===== src/rtl/legup_mult_pkg.sv =====
// legup_mult_pkg: shared limits and the in-flight tag record for the multiplier arbiter
package legup_mult_pkg;
    localparam int MAX_REQ = 8;
    localparam int MAX_PIPE = 8;
    localparam int ID_W = $clog2(MAX_REQ);
    typedef struct packed {
        logic            valid;
        logic [ID_W-1:0] id;
    } tag_t;
endpackage


===== src/rtl/legup_mult_pipelined.sv =====
// legup_mult_pipelined: multiplier with a fixed result latency of pipeline cycles
module legup_mult_pipelined #(
    parameter int    widtha         = 32,
    parameter int    widthb         = 32,
    parameter int    widthp         = 64,
    parameter int    pipeline       = 3,
    parameter string representation = "UNSIGNED"
) (
    input  logic              clock,
    input  logic              aclr,
    input  logic              clken,
    input  logic [widtha-1:0] dataa,
    input  logic [widthb-1:0] datab,
    output logic [widthp-1:0] result
);
    localparam int WF = widtha + widthb;
    logic [widthp-1:0] prod;
    logic [widthp-1:0] stage [pipeline];
    generate
        if (representation == "SIGNED") begin : g_s
            logic signed [WF-1:0] full;
            assign full = WF'($signed(dataa)) * WF'($signed(datab));
            assign prod = widthp'(full);
        end else begin : g_u
            logic [WF-1:0] full;
            assign full = WF'(dataa) * WF'(datab);
            assign prod = widthp'(full);
        end
    endgenerate
    always_ff @(posedge clock) begin
        if (aclr) begin
            for (int i = 0; i < pipeline; i++) stage[i] <= '0;
        end else if (clken) begin
            stage[0] <= prod;
            for (int i = 1; i < pipeline; i++) stage[i] <= stage[i-1];
        end
    end
    assign result = stage[pipeline-1];
endmodule


===== src/rtl/legup_rr_arbiter.sv =====
// legup_rr_arbiter: round-robin one-hot grant searching upward from a rotating pointer
module legup_rr_arbiter #(
    parameter int num_req = 4,
    localparam int IW = $clog2(num_req)
) (
    input  logic               clock,
    input  logic               reset,
    input  logic [num_req-1:0] valid,
    output logic [num_req-1:0] grant,
    output logic [IW-1:0]      id,
    output logic               fire
);
    logic [IW-1:0] ptr;
    logic          hit;
    // Scan from the farthest offset down so the nearest valid requester wins last.
    always_comb begin
        hit = 1'b0;
        id = '0;
        for (int k = num_req - 1; k >= 0; k--)
            if (valid[IW'((int'(ptr) + k) % num_req)]) begin
                hit = 1'b1;
                id = IW'((int'(ptr) + k) % num_req);
            end
    end
    assign fire = hit & ~reset;
    assign grant = fire ? num_req'(1) << id : '0;
    always_ff @(posedge clock) begin
        if (reset) ptr <= '0;
        else if (hit) ptr <= (int'(id) == num_req - 1) ? '0 : id + 1'b1;
    end
endmodule


===== src/rtl/legup_mult_arbiter.sv =====
// legup_mult_arbiter: shares one pipelined multiplier among num_req requesters, tagging results by owner
module legup_mult_arbiter
    import legup_mult_pkg::*;
#(
    parameter int    widtha         = 32,
    parameter int    widthb         = 32,
    parameter int    widthp         = 64,
    parameter int    pipeline       = 3,
    parameter string representation = "UNSIGNED",
    parameter int    num_req        = 4,
    localparam int   IW             = $clog2(num_req)
) (
    input  logic                      clock,
    input  logic                      reset,
    input  logic [num_req-1:0]        req_valid,
    output logic [num_req-1:0]        req_ready,
    input  logic [num_req*widtha-1:0] req_dataa,
    input  logic [num_req*widthb-1:0] req_datab,
    output logic                      res_valid,
    output logic [IW-1:0]             res_id,
    output logic [widthp-1:0]         res_data,
    output logic                      busy,
    output logic [31:0]               issue_count
);
    logic [IW-1:0]     gid;
    logic              fire;
    logic [widthp-1:0] product;
    logic [widthp-1:0] held;
    tag_t              tags [pipeline];

    legup_rr_arbiter #(.num_req(num_req)) u_arb (
        .clock(clock),
        .reset(reset),
        .valid(req_valid),
        .grant(req_ready),
        .id(gid),
        .fire(fire)
    );

    legup_mult_pipelined #(
        .widtha(widtha),
        .widthb(widthb),
        .widthp(widthp),
        .pipeline(pipeline),
        .representation(representation)
    ) u_mult (
        .clock(clock),
        .aclr(1'b0),
        .clken(1'b1),
        .dataa(req_dataa[gid*widtha +: widtha]),
        .datab(req_datab[gid*widthb +: widthb]),
        .result(product)
    );

    // Tags travel in lockstep with the multiplier stages; reset drops in-flight work.
    always_ff @(posedge clock) begin
        if (reset) begin
            for (int i = 0; i < pipeline; i++) tags[i] <= '0;
            issue_count <= '0;
        end else begin
            tags[0] <= tag_t'{valid: fire, id: ID_W'(gid)};
            for (int i = 1; i < pipeline; i++) tags[i] <= tags[i-1];
            if (fire) issue_count <= issue_count + 32'd1;
        end
        if (res_valid) held <= product;
    end

    always_comb begin
        busy = 1'b0;
        for (int i = 0; i < pipeline; i++) busy = busy | tags[i].valid;
        busy = busy & ~reset;
    end

    assign res_valid = tags[pipeline-1].valid & ~reset;
    assign res_id = reset ? '0 : tags[pipeline-1].id[IW-1:0];
    assign res_data = res_valid ? product : held;
endmodule


===== config.mk =====
export PLATFORM = sky130hd
export DESIGN_NAME = legup_mult_arbiter
export DESIGN_NICKNAME = d
export VERILOG_FILES = /design/src/rtl/legup_mult_pkg.sv /design/src/rtl/legup_mult_pipelined.sv /design/src/rtl/legup_rr_arbiter.sv /design/src/rtl/legup_mult_arbiter.sv
export SDC_FILE = /design/constraint.sdc
export NUM_CORES = 2
export LEC_CHECK = 0
export BUFFER_PORTS_ARGS = -buffer_cell sky130_fd_sc_hd__buf_2
export CAP_MARGIN = 20
export CORE_MARGIN = 2
export CORE_UTILIZATION = 50
export DETAILED_ROUTE_END_ITERATION = 12
export PLACE_DENSITY = 0.71
export SLEW_MARGIN = 20
export SYNTH_ARGS = -nofsm -noshare
export SYNTH_HDL_FRONTEND = slang
export SYNTH_SLANG_ARGS = --single-unit

===== constraint.sdc =====
create_clock -name clock -period 7.9 [get_ports clock]
set_input_delay 0.79 -clock clock [delete_from_list [all_inputs] [get_ports clock]]
set_output_delay 0.79 -clock clock [all_outputs]
set_load 0.01 [all_outputs]

==> impl_metrics.py <==
metrics = {
    "synth": {
        "syn-mean-instance-area_um2": 8.87,
        "synth_warnings": 0,
        "synthArstFlopShare": 0,
        "ys_ff_latch": 299,
        "synth_nets": 6225,
        "synth-edff-count": 0,
        "synthFlopType": "dfxtp_1",
        "ys_seq_area_frac": 0.141,
        "syn_area_um2": 42600,
        "ys_types": 73,
        "synth_cells": 4799,
    },
    "layout": {
        "synthToLayoutAreaGrowth_pct": 27.2,
        "finalNetCount": 7097,
        "final_area_um2": 54200,
        "layout_common_cells": "inv_1 (868), fa_1 (858), nand2_1 (772)",
        "multiInputGateArea_um2": 33300,
        "final_common_cell": "inv_1",
        "nFillCells": 7013,
        "layout.area.seq_um2": 5990,
        "layout-drive-gt1-share": 0.270,
    },
    "sta": {
        "relSlewSlack": 0.409,
        "finalCritPeriodShare": 1.09,
        "finalWorstSetupSlack_ns": -0.700,
        "rsz0062_at_grt": "yes",
        "tns_ns": -17.37,
        "setup_violations": 38,
        "finalHoldViolations": 0,
        "drv_slew": 0,
        "min_period_ns": 8.60,
        "clock.fmax_mhz": 116,
        "finClkSkew_ns": 0.00762,
        "tightest_slew_ns": 0.886,
    },
    "place": {
        "place_area_um2": 51500,
        "io_buffers": 365,
        "routabilityCongestion": 1.02,
        "dpl.hpwl_um": 127000,
    },
    "outcome": {
        "violations": "setup timing",
        "status": "finished, violations left",
    },
    "setup_path": {
        "critPathKind": "in2reg",
        "startpoint": "req_valid[0]",
        "r2r_end": "u_mult.stage[0][63]$_DFF_P_",
        "crit_path_top_delay_cell": "fa_2",
        "reg2reg_from": "u_arb.ptr[1]$_SDFFE_PP0N_",
        "crit_path_end": "u_mult.stage[0][63]$_DFF_P_",
        "crit_arrival_ns": 9.01,
        "worstPathMaxFanout": 18,
        "cp-start-kind": "primary input",
        "r2r_cells": 31,
        "critical_path.most_common_cell": "fa_1",
        "required_ns": 8.31,
        "r2r_slack_ns": -0.65,
        "critPathCaptureType": "flop",
        "cpPeakStageDelay_ns": 0.61,
    },
    "routing": {
        "routed_wirelength_um": 153000,
        "vias": 36664,
        "drtAntennaViolNets": 0,
        "drt_first_pass_iters": 6,
        "viasPerCell": 5.37,
        "drtIter0Drc": 2649,
        "wl_per_cell_um": 22.4,
        "drc": 0,
    },
    "clocking": {
        "clockBufferDepth": 3,
        "ctsRootBufferMaster": "clkbuf_16",
        "clock-sinks": 299,
        "cts_hold_buf": 0,
        "insertion_delay_ns": 0.52,
        "htree_levels": 1,
        "cts_tree": "yes",
        "clk_pin_slew_ns": 0.08,
        "cts_made_buffers": 21,
    },
    "die": {
        "rows": 107,
        "start_util": 0.502,
        "io-pin-count": 366,
        "core_area_um2": 84700,
        "die_h_um": 296,
        "die_x_um": 296,
        "dieArea_um2": 87500,
    },
    "global_route": {
        "antenna_found_initial": 6,
        "track_usage": 0.354,
        "grt_pass1_vias": 39127,
        "grt_first_pass_wirelength_um": 228000,
        "overflow": 0,
        "grt_max_degree": 47,
    },
    "worst_hold_path": {
        "hold_path.class": "reg2reg",
    },
    "flow_run": {
        "maxCapViolations": 0,
    },
}
[flip-flops by register name, summed over array words and instances, names as in the netlist]
name,flops
held,64
issue_count,32
tags,9
u_arb.ptr,2
u_mult.stage,192
[kinds of logic (layout without fill, tap and decap cells)]
| kind of cell | Yosys count | count (layout) | share of synthesized area |
|---|---|---|---|
| adders and majority gates | 1164 | 1164 | 0.500 |
| buffers and inverters | 1151 | 2037 | 0.111 |
| muxes | 71 | 71 | 0.0186 |
| xor gates and xnor gates | 85 | 85 | 0.0175 |
| DFF | 299 | 299 | 0.141 |
| AOI/OAI and AO/OA | 245 | 245 | 0.0386 |
| other | 0 | 4 | 0 |
| and+or+nand+nor | 1784 | 1784 | 0.174 |
[synthesized netlist by cell type, types with 3 or more instances]
library cell    n  area share
nand3_1       142       0.017
inv_2           3     0.00026
buf_2         182       0.021
ha_1          268       0.079
a21boi_0        3     0.00053
dfxtp_1       299        0.14
a21boi_1        3     0.00053
xor2_1         42      0.0086
mux2i_1         6      0.0014
o21a_1          5     0.00088
nor4_1          4     0.00059
a21oi_1        80      0.0094
xnor2_1        43      0.0088
o21ai_0        25      0.0029
clkbuf_1       51      0.0045
and4_1          7      0.0014
and3_1         17      0.0025
nand2b_1        8      0.0012
nand2_2        11      0.0016
nor2_1        644       0.057
a31oi_2         3     0.00088
o221ai_1        4     0.00082
inv_1         876       0.077
buf_6           9      0.0024
nand2_1       807       0.071
o31ai_1         3     0.00053
buf_1           6     0.00053
a211o_1         5      0.0010
a21o_1         36      0.0063
buf_4          24      0.0042
nand4_1        29      0.0043
mux2_2         65       0.017
o21ai_1        15      0.0018
or3_1           7      0.0010
o21bai_1       11      0.0019
a31oi_1        12      0.0018
and2_4          3     0.00062
a211oi_1       11      0.0019
and2_1         67      0.0098
nor3_1         11      0.0013
nor2b_1        15      0.0022
fa_1          896        0.42
[timing repair]
item | in CTS | in global routing
buffers inserted | 38 | 24
endpoints found under the setup margin | 45 | 47
pin swaps | 42 | 47
resized for setup | 183 | 86
gates cloned | 6 | 1
[per-layer routing]
metal / vias to the layer above / global-route usage / wire [um]
met5: - / 0 / 11
met3: 554 / 0.0764 / 15200
met4: 2 / 0.238 / 12900
met2: 1898 / 0.587 / 71700
met1: 18194 / 0.415 / 53300
li1: 16016 / - / -
[worst min-delay path by stage]
stage / from / to / slack (ns) / cells after the start
3_5_place_dp: u_mult.stage[0][36]$_DFF_P_ / u_mult.stage[0][100]$_DFF_P_ / 0.31 / 0
4_1_cts: u_mult.stage[0][19]$_DFF_P_ / u_mult.stage[0][83]$_DFF_P_ / 0.33 / 0
3_3_place_gp: u_mult.stage[0][75]$_DFF_P_ / u_mult.stage[0][139]$_DFF_P_ / 0.31 / 0
6_report: u_mult.stage[0][20]$_DFF_P_ / u_mult.stage[0][84]$_DFF_P_ / 0.33 / 0
2_1_floorplan: u_mult.stage[0][36]$_DFF_P_ / u_mult.stage[0][100]$_DFF_P_ / 0.31 / 0
5_1_grt: u_mult.stage[0][9]$_DFF_P_ / u_mult.stage[0][73]$_DFF_P_ / 0.33 / 0
[worst max-delay path: cells and delay by family]
kind / cells / cell delay [ns]
AND/OR/NAND/NOR: 8 / 1.50
AO/OA/AOI/OAI: 6 / 1.07
adder cells (fa/ha/maj): 9 / 4.43
buffers and inverters: 10 / 1.16
[through the flow]
| stage | hold WS [ns] | std cells | utilization | worst slack [ns] |
|---|---|---|---|---|
| 2_1_floorplan | 0.310 | 4799 | - | -0.347 |
| 3_3_place_gp | 0.310 | 6723 | 0.608 | -1.31 |
| 3_5_place_dp | 0.312 | 6723 | 0.608 | -1.38 |
| 4_1_cts | 0.329 | 6804 | 0.632 | -0.594 |
| 5_1_grt | 0.332 | 6832 | 0.639 | -0.872 |
| 6_report | 0.325 | 6833 | 0.639 | -0.700 |
[area by class of cell]
class | instances | share of cell area
multi-input combinational | 3349 | 0.615
clock buffer | 28 | 0.0107
tap | 1144 | 0.0264
inverter | 879 | 0.0614
sequential | 299 | 0.111
antenna | 4 | 0.000185
timing repair buffer | 1121 | 0.174
clock inverter | 9 | 0.00169
Power is not shown: default switching activity piles up to over one toggle a cycle in this logic, so the estimate is an artifact.
